`src/rtl/pipe_add_sub_if.sv`:
```
// -----------------------------------------------------------------------------
// pipe_add_sub_if
//   Operand/result bus for the pipelined adder/subtractor.
//
//   Handshake: a transfer happens on a rising clk edge where valid && ready.
//   The producer holds its payload stable while valid is high and ready is
//   low; ready may depend combinationally on the downstream ready.
//
//   Signals
//     in_valid, in0, in1, op_sub : operand side, driven by the producer
//     in_ready                   : block can take operands this cycle
//     out_valid, sum, carry, ovf : result side, driven by the block
//     out_ready                  : consumer takes the result this cycle
//
//   Modports
//     master : surrounding logic (drives operands, accepts results)
//     slave  : the pipe_add_sub block itself
// -----------------------------------------------------------------------------
interface pipe_add_sub_if #(
   parameter int WIDTH = 32
) ();

   logic             in_valid;
   logic             in_ready;
   logic [WIDTH-1:0] in0;
   logic [WIDTH-1:0] in1;
   logic             op_sub;
   logic             out_valid;
   logic             out_ready;
   logic [WIDTH-1:0] sum;
   logic             carry;
   logic             ovf;

   modport master (
      output in_valid, in0, in1, op_sub, out_ready,
      input  in_ready, out_valid, sum, carry, ovf
   );

   modport slave (
      input  in_valid, in0, in1, op_sub, out_ready,
      output in_ready, out_valid, sum, carry, ovf
   );

endinterface

```
`src/rtl/pipe_add_sub.sv`:
```
// -----------------------------------------------------------------------------
// pipe_add_sub
//   Pipelined signed adder/subtractor with carry and signed-overflow flags and
//   a valid/ready handshake with backpressure. All arithmetic happens in the
//   first stage; later stages only move {result, carry, ovf, valid} forward.
//   Latency is STAGES cycles without stalls, throughput one result per cycle.
//   Empty stages (bubbles) keep advancing while the output is stalled.
//
//   Parameters
//     WIDTH  : operand/result width (>= 2)
//     STAGES : register stages from acceptance to output (>= 1)
//
//   Ports
//     clk    : clock, rising edge
//     rst_n  : asynchronous active-low reset; drops every in-flight result
//     bus    : pipe_add_sub_if.slave (in_valid/in_ready/in0/in1/op_sub,
//              out_valid/out_ready/sum/carry/ovf)
//
//   Build option
//     PIPE_ADD_SUB_SAT_EN : when defined, an overflowing result saturates to
//                           the most positive / most negative value according
//                           to the sign of in0. carry and ovf are unchanged.
// -----------------------------------------------------------------------------
module pipe_add_sub #(
   parameter int WIDTH  = 32,
   parameter int STAGES = 2
) (
   input  logic           clk,
   input  logic           rst_n,
   pipe_add_sub_if.slave  bus
);

   // ---------------------------------------------------------------------------
   // Stage 1 arithmetic: subtraction is in0 + ~in1 + 1 so one adder serves both.
   // ---------------------------------------------------------------------------
   logic [WIDTH-1:0] b_eff;
   logic [WIDTH-1:0] raw;
   logic [WIDTH-1:0] sum_d;
   logic             carry_d;
   logic             ovf_d;

   always_comb begin
      b_eff          = bus.op_sub ? ~bus.in1 : bus.in1;
      {carry_d, raw} = {1'b0, bus.in0} + {1'b0, b_eff} + {{WIDTH{1'b0}}, bus.op_sub};
      // Same-sign operands producing a result of the other sign.
      ovf_d          = (bus.in0[WIDTH-1] == b_eff[WIDTH-1]) &&
                       (raw[WIDTH-1] != bus.in0[WIDTH-1]);
`ifdef PIPE_ADD_SUB_SAT_EN
      if (ovf_d) begin
         sum_d = bus.in0[WIDTH-1] ? {1'b1, {(WIDTH-1){1'b0}}}
                                  : {1'b0, {(WIDTH-1){1'b1}}};
      end else begin
         sum_d = raw;
      end
`else
      sum_d = raw;
`endif
   end

   // ---------------------------------------------------------------------------
   // Pipeline registers, index 1 = first stage, STAGES = output stage.
   // ---------------------------------------------------------------------------
   logic [WIDTH-1:0]  sum_q [1:STAGES];
   logic [STAGES:1]   carry_q;
   logic [STAGES:1]   ovf_q;
   logic [STAGES:1]   v_q;
   logic [STAGES:1]   adv;

   // A stage may load when it is empty or when its contents move on. The chain
   // is evaluated from the output backwards, so bubbles collapse under a stall.
   always_comb begin
      logic chain;
      chain = bus.out_ready;
      adv   = '0;
      for (int k = STAGES; k >= 1; k--) begin
         chain  = !v_q[k] || chain;
         adv[k] = chain;
      end
   end

   always_ff @(posedge clk or negedge rst_n) begin
      if (!rst_n) begin
         v_q     <= '0;
         carry_q <= '0;
         ovf_q   <= '0;
         for (int k = 1; k <= STAGES; k++) begin
            sum_q[k] <= '0;
         end
      end else begin
         if (adv[1]) begin
            v_q[1] <= bus.in_valid;
            // Payload only changes on a real transfer so idle outputs hold.
            if (bus.in_valid) begin
               sum_q[1]   <= sum_d;
               carry_q[1] <= carry_d;
               ovf_q[1]   <= ovf_d;
            end
         end
         for (int k = 2; k <= STAGES; k++) begin
            if (adv[k]) begin
               v_q[k] <= v_q[k-1];
               if (v_q[k-1]) begin
                  sum_q[k]   <= sum_q[k-1];
                  carry_q[k] <= carry_q[k-1];
                  ovf_q[k]   <= ovf_q[k-1];
               end
            end
         end
      end
   end

   assign bus.in_ready  = adv[1];
   assign bus.out_valid = v_q[STAGES];
   assign bus.sum       = sum_q[STAGES];
   assign bus.carry     = carry_q[STAGES];
   assign bus.ovf       = ovf_q[STAGES];

endmodule
```
`src/flat_wrapper.sv`:
```
// flat-port wrapper written by rule: the top's interface ports become plain ports
module pipe_add_sub_flat 
#(
   parameter int WIDTH  = 32,
   parameter int STAGES = 2
)
  (clk, rst_n, bus_in_valid, bus_in0, bus_in1, bus_op_sub, bus_out_ready, bus_in_ready, bus_out_valid, bus_sum, bus_carry, bus_ovf);
  pipe_add_sub_if #(.WIDTH(WIDTH)) bus_i ();
  input  logic clk;
  input  logic rst_n;
  input wire logic [$bits(bus_i.in_valid)-1:0] bus_in_valid;
  input wire logic [$bits(bus_i.in0)-1:0] bus_in0;
  input wire logic [$bits(bus_i.in1)-1:0] bus_in1;
  input wire logic [$bits(bus_i.op_sub)-1:0] bus_op_sub;
  input wire logic [$bits(bus_i.out_ready)-1:0] bus_out_ready;
  output wire logic [$bits(bus_i.in_ready)-1:0] bus_in_ready;
  output wire logic [$bits(bus_i.out_valid)-1:0] bus_out_valid;
  output wire logic [$bits(bus_i.sum)-1:0] bus_sum;
  output wire logic [$bits(bus_i.carry)-1:0] bus_carry;
  output wire logic [$bits(bus_i.ovf)-1:0] bus_ovf;
  assign bus_i.in_valid = bus_in_valid;
  assign bus_i.in0 = bus_in0;
  assign bus_i.in1 = bus_in1;
  assign bus_i.op_sub = bus_op_sub;
  assign bus_i.out_ready = bus_out_ready;
  assign bus_in_ready = bus_i.in_ready;
  assign bus_out_valid = bus_i.out_valid;
  assign bus_sum = bus_i.sum;
  assign bus_carry = bus_i.carry;
  assign bus_ovf = bus_i.ovf;
  pipe_add_sub #(.WIDTH(WIDTH), .STAGES(STAGES)) u_core (.clk(clk), .rst_n(rst_n), .bus(bus_i));
endmodule
```
`config.mk`:
```
export PLATFORM = sky130hd
export DESIGN_NAME = pipe_add_sub_flat
export DESIGN_NICKNAME = d
export VERILOG_FILES = /design/src/rtl/pipe_add_sub_if.sv /design/src/rtl/pipe_add_sub.sv /design/src/flat_wrapper.sv
export SDC_FILE = /design/constraint.sdc
export NUM_CORES = 1
export LEC_CHECK = 0
export BUFFER_PORTS_ARGS = -buffer_cell sky130_fd_sc_hd__buf_2
export CORE_MARGIN = 5
export CORE_UTILIZATION = 55
export DETAILED_ROUTE_END_ITERATION = 16
export PLACE_DENSITY_LB_ADDON = 0.08
export SYNTH_ARGS = -nofsm -noshare
export SYNTH_HDL_FRONTEND = slang
export SYNTH_SLANG_ARGS = --single-unit
```
`constraint.sdc`:
```
create_clock -name clk -period 2.1 [get_ports clk]
set_clock_uncertainty 0.1 [all_clocks]
set_input_delay 0 -clock clk [delete_from_list [all_inputs] [get_ports clk]]
set_output_delay 0 -clock clk [all_outputs]
set_load 0.05 [all_outputs]
```
==> results of run 1 <==
[final timing paths]
| kind | from | end | depth (start not counted) |
|---|---|---|---|
| setup / recovery | bus_op_sub | u_core.carry_q[1]$_DFFE_PN0P_ | 15 |
| hold / removal | bus_in1[0] | u_core.sum_q[32]$_DFFE_PN0P_ | 4 |
| setup reg to reg | u_core.v_q[1]$_DFFE_PN0N_ | u_core.sum_q[47]$_DFFE_PN0P_ | 4 |
| hold reg to reg | u_core.sum_q[38]$_DFFE_PN0P_ | u_core.sum_q[38]$_DFFE_PN0P_ | 2 |
| max in group asynchronous | rst_n | u_core.sum_q[58]$_DFFE_PN0P_ | 3 |
| min in group asynchronous | rst_n | u_core.bus.sum[11]$_DFFE_PN0P_ | 3 |
[worst max-delay path: stages]
cell	delay, ns
buf_12	0.12
buf_16	0.13
xor2_1	0.16
ha_1	0.33
buf_6	0.13
buf_4	0.14
nand2_4	0.08
buf_4	0.10
nor2_1	0.03
nand3_1	0.10
nand3_2	0.12
a31oi_4	0.26
o211ai_2	0.13
and3_4	0.17
o41a_1	0.31
[power by group]
| group | switching [mW] | internal [mW] | total [mW] |
|---|---|---|---|
| Clock | 0.486 | 0.667 | 1.15 |
| Combinational | 2.00 | 1.26 | 3.25 |
| Sequential | 0.243 | 1.79 | 2.03 |
[state kept, by name, summed over array words and instances, names as in the netlist]
name / cells
u_core.bus.sum: 32
u_core.sum_q: 32
u_core.carry_q: 2
u_core.ovf_q: 2
u_core.v_q: 2
[cell families after synthesis]
logic type               count (synthesis)  share of synthesized area
flip-flops                              70                      0.375
AND/OR/NAND/NOR                        104                      0.111
AO/OA/AOI/OAI                          116                      0.165
buffers and inverters                   55                     0.0704
XOR/XNOR                                56                      0.105
adder cells (fa/ha/maj)                 32                     0.0872
multiplexers                            35                     0.0867
[per-stage QoR]
step	setup WS, ns	instance area (um2)
3_5_place_dp	-0.623	5780
2_1_floorplan	-0.537	4750
5_1_grt	-0.187	6400
4_1_cts	-0.0775	6240
3_3_place_gp	-0.623	5780
6_report	-0.109	6400
[layout by cell type (no fill, tap or decap), types with 4 or more instances in the layout]
master	Yosys	layout
a21o_1	17	17
a21oi_1	21	12
a21oi_2	0	8
and3_1	5	4
buf_2	2	103
buf_4	32	99
buf_6	0	4
clkbuf_8	0	9
dfrtp_1	70	69
dlygate4sd3_1	0	5
ha_1	31	31
inv_1	7	7
mux2_2	34	34
nand2_1	52	47
nand2_2	0	4
nand2b_1	5	5
nand3_1	6	5
nand4_1	4	4
nor2_1	13	13
o21ai_0	42	29
o21ai_1	0	10
o21bai_1	7	7
xnor2_1	17	13
xnor2_2	0	4
xor2_1	39	39
[layer usage]
metal / vias up / wire length (um) / share of wire
met5: - / 0 / 0
li1: 1997 / - / -
met1: 1929 / 5600 / 0.47
met2: 150 / 5460 / 0.46
met3: 10 / 705 / 0.059
met4: 0 / 98 / 0.0083
[area by class of cell]
type | instances | area share
multi-input combinational | 343 | 0.439
inverter | 7 | 0.00410
clock inverter | 6 | 0.0135
timing repair buffer | 216 | 0.229
tap | 105 | 0.0205
clock buffer | 10 | 0.0199
sequential | 70 | 0.274
[Yosys cell counts, drive strengths merged (7+ instances only)]
library cell   n  area, um2
nand2         52        195
nor2          13       48.8
ha            31        388
a21oi         22        121
inv            7       26.3
buf           38        265
dfrtp         70       1750
a21o          17        128
mux2          34        383
clkbuf        10       37.5
nand3          8       50.1
o21ai         42        210
xnor2         17        149
xor2          39        342
o21bai         7       52.6
[what timing repair did]
item                                    in CTS  in global routing
hold buffers                                 5                  0
cloned                                       2                  0
hold endpoints to repair                    74                  0
resized for setup                           20                 35
pin swaps                                   36                 31
endpoints found under the setup margin      20                 19
setup buffers                                9                  4
==> flow_summary.json, run 1 <==
{
  "status": "complete, but fails checks",
  "failed_checks": "negative setup slack",
  "nNetsFinal": 748,
  "wirelength_um": 11900,
  "avgSynthCellArea_um2": 9.99,
  "fill_cells": 568,
  "place_inst": 721,
  "area_growth_pct": 36.9,
  "crit_required_ns": 2.22,
  "grt_pass1_vias": 4031,
  "drc_errors": 0,
  "drt_iter0_markers": 225,
  "slew_headroom": 0.650,
  "whs_ns": 0.0742,
  "cts_tree": "yes",
  "initial_utilization": 0.566,
  "wire_per_inst_um": 15.7,
  "core_um2": 8260,
  "rrSetupSlack_ns": 0.34,
  "clock.fmax_mhz": 453,
  "numPortBuffers": 104,
  "met2_usage": 0.364,
  "netlist_area_um2": 4680,
  "netlist_instances": 468,
  "gp_congestion": 0.841,
  "grt-ovfl-total": 0,
  "grt_pass1_wl_um": 19000,
  "clk_path_buf_depth": 2,
  "fin_util": 0.775,
  "p_leak_nw": 3.22,
  "ys_types": 53,
  "synth_edf_count": 0,
  "vias_per_cell": 5.40,
  "rows": 33,
  "ys_seq_area_frac": 0.375,
  "grt_use_total": 0.231,
  "dieWidth_um": 102,
  "min_period_ns": 2.21,
  "drive_above_1_share": 0.475,
  "ys_seq_elements": 70,
  "dp_hpwl_um": 9070,
  "fin_cells": 757,
  "setup_violations": 9,
  "crit_path_max_fanout": 6,
  "synth_nets": 569,
  "fp.dieH_um": 102,
  "worst_slack_ns": -0.109,
  "crit_type": "primary input to flop",
  "powerDensity_nw_per_um2": 1010,
  "htreeDepth": 3,
  "hp-class": "primary input to flop",
  "io_pins": 105,
  "fin_setup_tns_ns": -0.416,
  "ff_latch_area_um2": 1750,
  "finalCritPeriodShare": 1.05,
  "slew_violations": 0,
  "grt_setup_unrepaired": "true",
  "synthFlopType": "dfrtp_1",
  "die_area_um2": 10400,
  "ir_worst_vdd_uv": 434,
  "cts_made_buffers": 9,
  "critical_path_arrival_ns": 2.33,
  "multiInputGateArea_um2": 2810,
  "cts_sinks": 70,
  "antenna_found_initial": 0,
  "vias": 4086,
  "worst_pin_slew_ns": 0.523,
  "cp-start-kind": "primary input",
  "first_pass_iters": 5,
  "use_met3": 0.0451,
  "diodes": 0,
  "async_flop_share": 1.00,
  "ant_nets": 0,
  "clk_pin_slew_ns": 0.08,
  "clkLatencyLatePin_ns": 0.33,
  "p_total_mw": 6.44,
  "synth_warnings": 0,
  "hold_viol": 0,
  "worst_setup_path_end_kind": "flop",
  "grt_start_max_net_pins": 71,
  "cap_viol_max_count": 0,
  "grt-busiest-layer": "met2",
  "grt_use_met1": 0.333,
  "cts_root_buf": "clkbuf_8"
}
Note: power is estimated with default switching activity, not from simulation.
==> inputs of run 2 (changes only) <==
==> constraint.sdc (replaced) <==
create_clock -name clk -period 2.4 [get_ports clk]
set_clock_uncertainty 0.1 [all_clocks]
set_input_delay 0 -clock clk [delete_from_list [all_inputs] [get_ports clk]]
set_output_delay 0 -clock clk [all_outputs]
set_load 0.05 [all_outputs]
==> flow_summary.json, run 2 (same netlist as run 1, synthesis figures left out) <==
{
  "p_switching_mw": 2.37,
  "clkLatencyLatePin_ns": 0.33,
  "area_growth_pct": 29.1,
  "htreeDepth": 3,
  "worst_slack_ns": 0.133,
  "cts_tree": "yes",
  "slew_violations": 0,
  "status": "finished clean",
  "fin_cells": 726,
  "min_period_ns": 2.27,
  "cap_viol_max_count": 0,
  "grt_setup_unrepaired": "false",
  "vias_per_cell": 5.32,
  "fp.dieH_um": 102,
  "fin_util": 0.731,
  "whs_ns": 0.0246,
  "hold_viol": 0,
  "cts_made_buffers": 9,
  "ant_nets": 0,
  "cts_sinks": 70,
  "rows": 33,
  "initial_utilization": 0.566,
  "worst_setup_path_end_kind": "flop",
  "pre_cts_ws_ns": -0.322,
  "powerDensity_nw_per_um2": 894,
  "core_um2": 8260,
  "cp-start-kind": "primary input",
  "crit_type": "primary input to flop",
  "p_clk_frac": 0.174,
  "netSwitchingFraction": 0.439,
  "pwr-share-comb": 0.495,
  "diodes": 0,
  "die_area_um2": 10400,
  "numPortBuffers": 104,
  "wirelength_um": 11700,
  "io_pins": 105,
  "critical_path_arrival_ns": 2.40,
  "grt-ovfl-total": 0,
  "drt_iter0_markers": 138,
  "setup_violations": 0,
  "first_pass_iters": 4,
  "drive_above_1_share": 0.425,
  "place_inst": 701,
  "clk_path_buf_depth": 2,
  "worst_pin_slew_ns": 0.485,
  "drc_errors": 0,
  "slew_headroom": 0.676,
  "grt_pass1_wl_um": 18600,
  "mostFrequentLayoutCell": "buf_2",
  "p_int_mw": 3.03,
  "vias": 3864,
  "grt_use_total": 0.227,
  "wire_per_inst_um": 16.1,
  "power_frac_seq": 0.331,
  "p_leak_nw": 3.01,
  "cts_root_buf": "clkbuf_8",
  "clock.fmax_mhz": 441,
  "hp-class": "primary input to flop",
  "antenna_found_initial": 0,
  "gp_congestion": 0.836,
  "fill_cells": 622,
  "crit_required_ns": 2.53,
  "dp_hpwl_um": 8920,
  "p_total_mw": 5.40,
  "clk_pin_slew_ns": 0.08,
  "grt_pass1_vias": 3870,
  "crit_path_max_fanout": 7,
  "dieWidth_um": 102,
  "grt_start_max_net_pins": 71,
  "nNetsFinal": 717,
  "ir_worst_vdd_uv": 430,
  "finalCritPeriodShare": 0.945,
  "final_cell_mix": "103 x buf_2, 71 x buf_4, 70 x dfrtp_1, 49 x nand2_1, 38 x o21ai_0"
}
==> run 2: cell types whose count changed in the layout (fill, tap and decap cells not counted), moves of 3 or more <==
| cell | delta |
|---|---|
| a21oi_1 | +4 |
| a21oi_2 | -3 |
| buf_4 | -28 |
| buf_6 | -3 |
| o21ai_0 | +9 |
| o21ai_1 | -8 |
| o31ai_1 | +3 |
| xnor2_1 | +3 |
| xnor2_2 | -3 |
==> run 2: cell type report <==
class                           count  area, um2  share of cell area
Tap cell                          105        131              0.0218
Multi-Input combinational cell    343       2720               0.451
Sequential cell                    70       1750               0.290
Inverter                            7       26.3             0.00435
Clock inverter                      7       72.6              0.0120
Timing Repair Buffer              185       1210               0.200
Clock buffer                        9        124              0.0205
==> run 2: per-layer routing <==
| metal | track usage | wire, um | vias to the layer above |
|---|---|---|---|
| li1 | - | - | 1926 |
| met1 | 0.333 | 5630 | 1816 |
| met2 | 0.354 | 5340 | 114 |
| met3 | 0.0382 | 639 | 8 |
| met4 | 0.0515 | 90 | 0 |
| met5 | 0 | 0 | - |
==> run 2: timing repair <==
| item | 4_1_cts | 5_1_grt |
|---|---|---|
| hold endpoints to repair | 74 | 0 |
| resized for setup | 0 | 27 |
| hold buffers | 5 | 0 |
| setup endpoints to repair | 0 | 13 |
| buffers inserted | 0 | 3 |
==> run 2: stage by stage <==
| stage | instance area (um2) | setup TNS [ns] |
|---|---|---|
| final | 6040 | 0 |
| after global routing | 6040 | 0 |
| after CTS | 5870 | 0 |
| after detailed placement | 5630 | -3.52 |
| after global placement | 5630 | -2.97 |
| after floorplan | 4730 | -0.423 |
==> run 2: power groups by stage <==
stage / registers, mW / clock network (mW) / logic [mW]
floorplan: 1.76 / 0 / 2.09
detailed placement: 1.80 / 0 / 2.58
CTS: 1.79 / 0.952 / 2.62
global placement: 1.77 / 0 / 2.54
global route: 1.83 / 0.997 / 2.87
finish: 1.78 / 0.938 / 2.67
==> run 2: final timing paths <==
check	from	to	slack (ns)	cells past startpoint
worst max-delay path	bus_op_sub	u_core.ovf_q[1]$_DFFE_PN0P_	0.13	13
worst min-delay path	bus_in0[0]	u_core.sum_q[32]$_DFFE_PN0P_	0.02	4
worst max register to register	u_core.v_q[2]$_DFFE_PN0P_	u_core.sum_q[47]$_DFFE_PN0P_	0.69	4
worst min register to register	u_core.sum_q[42]$_DFFE_PN0P_	u_core.sum_q[42]$_DFFE_PN0P_	0.38	2
max in group asynchronous	rst_n	u_core.sum_q[52]$_DFFE_PN0P_	1.76	3
min in group asynchronous	rst_n	u_core.bus.sum[11]$_DFFE_PN0P_	0.12	3
==> run 2: critical path: stages <==
cell and delay (ns):
buf_6 0.13, buf_12 0.14, xor2_1 0.16, ha_1 0.39, a21oi_2 0.17, o21ai_2 0.08
a21oi_2 0.16, nand3_2 0.15, a21oi_4 0.23, nor4_4 0.07, buf_4 0.14, o31a_1 0.31
o41ai_2 0.27
==> inputs of run 3 (changes only) <==
==> constraint.sdc (replaced) <==
create_clock -name clk -period 2.4 [get_ports clk]
set_clock_uncertainty 0.1 [all_clocks]
set_input_delay 0.12 -clock clk [delete_from_list [all_inputs] [get_ports clk]]
set_output_delay 0.12 -clock clk [all_outputs]
set_load 0.05 [all_outputs]
==> flow_summary.json, run 3 (same netlist as run 1, synthesis figures left out) <==
{
  "status": "finished clean",
  "antenna_found_initial": 0,
  "netSwitchingFraction": 0.411,
  "critical_path_arrival_ns": 2.50,
  "p_int_mw": 3.31,
  "drt_iter0_markers": 133,
  "worst_setup_path_end_kind": "flop",
  "cts_tree": "yes",
  "drive_above_1_share": 0.442,
  "crit_path_max_incr_delay_ns": 0.48,
  "place_inst": 709,
  "grt_pass1_vias": 3943,
  "min_period_ns": 2.37,
  "cp-start-kind": "primary input",
  "slew_headroom": 0.554,
  "ir_worst_vdd_uv": 437,
  "rr_worst_depth": 4,
  "fin_cells": 734,
  "path_cells": "buf_12 > buf_12 > xor2_1 > ha_1 > a21oi_2 > o21ai_1 > a21oi_2 > nand3_2 > a21oi_4 > nor4_4 > or4_1 > a31o_1",
  "mostFrequentLayoutCell": "buf_2",
  "die_area_um2": 10400,
  "min_to": "u_core.ovf_q[1]$_DFFE_PN0P_",
  "design_area_um2": 6180,
  "p_clk_frac": 0.209,
  "rrSetupSlack_ns": 0.82,
  "final_cell_mix": "102 x buf_2, 79 x buf_4, 70 x dfrtp_1, 50 x nand2_1, 37 x o21ai_0",
  "clk_pin_slew_ns": 0.08,
  "dp_hpwl_um": 8890,
  "power_frac_seq": 0.315,
  "core_um2": 8260,
  "grt_use_total": 0.221,
  "clock.fmax_mhz": 422,
  "crit_type": "primary input to flop",
  "pre_cts_ws_ns": -0.460,
  "grt_setup_unrepaired": "true",
  "hp-class": "primary input to flop",
  "dieWidth_um": 102,
  "holdPathStages": 3,
  "grt_start_max_net_pins": 42,
  "slowest_stage": "or4_1",
  "cts_root_buf": "clkbuf_8",
  "reg2reg_from": "u_core.v_q[1]$_DFFE_PN0N_",
  "worst_slack_ns": 0.0324,
  "io_pins": 105,
  "area_growth_pct": 32.1,
  "path_delay_family": "compound AO/OA/AOI/OAI gates",
  "fp.dieH_um": 102,
  "nNetsFinal": 725,
  "wirelength_um": 11400,
  "worst_pin_slew_ns": 0.669,
  "first_pass_iters": 4,
  "fill_cells": 590,
  "clk_path_buf_depth": 2,
  "p_leak_nw": 3.06,
  "diodes": 0,
  "numPortBuffers": 104,
  "grt_pass1_wl_um": 18300,
  "place_area_um2": 5670,
  "htreeDepth": 3,
  "initial_utilization": 0.566,
  "cap_viol_max_count": 0,
  "gp_congestion": 0.855,
  "slew_violations": 0,
  "r2r-end": "u_core.sum_q[47]$_DFFE_PN0P_",
  "rows": 33,
  "drc_errors": 0,
  "cp_num_buf_inv": 2,
  "setup_violations": 0,
  "p_switching_mw": 2.32,
  "crit_path_max_fanout": 8,
  "pwr-share-comb": 0.476,
  "cts_made_buffers": 9,
  "cts_sinks": 70,
  "finalCritPeriodShare": 0.987,
  "vias": 3882,
  "clkLatencyLatePin_ns": 0.34,
  "vias_per_cell": 5.29,
  "wire_per_inst_um": 15.5,
  "grt-ovfl-total": 0,
  "min-delay-start": "bus_in0[31]",
  "hold_viol": 0,
  "crit_required_ns": 2.54,
  "fin_setup_tns_ns": 0,
  "ant_nets": 0,
  "powerDensity_nw_per_um2": 912
}
-- run 3: worst register-to-register path: cells and delay by family, from the launching register on --
kind / cells / cell delay (ns)
flip-flops: 1 / 0.40
AND/OR/NAND/NOR: 4 / 1.02
-- run 3: through the flow --
stage | hold slack (ns) | util | power (mW)
floorplan | -0.276 | - | 3.86
finish | 0.0500 | 0.748 | 5.63
global placement | 0.0894 | 0.687 | 4.30
detailed placement | 0.0895 | 0.687 | 4.39
global route | 0.0554 | 0.748 | 5.95
CTS | 0.00346 | 0.723 | 5.59
-- run 3: cell type report --
type | count | area [um2] | area share
Clock inverter | 5 | 105 | 0.0170
Sequential cell | 70 | 1750 | 0.284
Timing Repair Buffer | 193 | 1280 | 0.207
Clock buffer | 11 | 151 | 0.0245
Inverter | 7 | 26.3 | 0.00425
Tap cell | 105 | 131 | 0.0213
Multi-Input combinational cell | 343 | 2730 | 0.442
-- run 3: worst max path at each step --
stage | cells after the start | from | end | slack, ns
after detailed placement | 12 | bus_op_sub | u_core.sum_q[63]$_DFFE_PN0P_ | -0.46
after global placement | 12 | bus_op_sub | u_core.carry_q[1]$_DFFE_PN0P_ | -0.39
after floorplan | 12 | bus_op_sub | u_core.carry_q[1]$_DFFE_PN0P_ | -0.36
after CTS | 12 | bus_op_sub | u_core.sum_q[63]$_DFFE_PN0P_ | -0.007
after global routing | 12 | bus_op_sub | u_core.sum_q[63]$_DFFE_PN0P_ | -0.04
final | 12 | bus_op_sub | u_core.sum_q[63]$_DFFE_PN0P_ | 0.03
-- run 3: power groups by stage --
stage	Sequential, mW	Clock, mW	Combinational (mW)
5_1_grt	1.82	1.25	2.88
3_5_place_dp	1.80	0	2.60
2_1_floorplan	1.76	0	2.10
6_report	1.77	1.17	2.68
3_3_place_gp	1.77	0	2.53
4_1_cts	1.78	1.19	2.62
-- run 3: layer usage --
metal / vias up / track usage / wire length [um]
met5: - / 0 / 0
met4: 0 / 0.0535 / 145
met3: 15 / 0.0444 / 655
met2: 105 / 0.344 / 5250
met1: 1835 / 0.319 / 5320
li1: 1927 / - / -
-- run 3: timing repair --
| action | CTS | global route |
|---|---|---|
| hold endpoints to repair | 31 | 0 |
| pin swaps | 1 | 30 |
| buffers inserted | 0 | 5 |
| gates cloned | 0 | 1 |
| gates resized for setup | 3 | 33 |
| hold buffers | 3 | 0 |
| setup endpoints to repair | 7 | 12 |
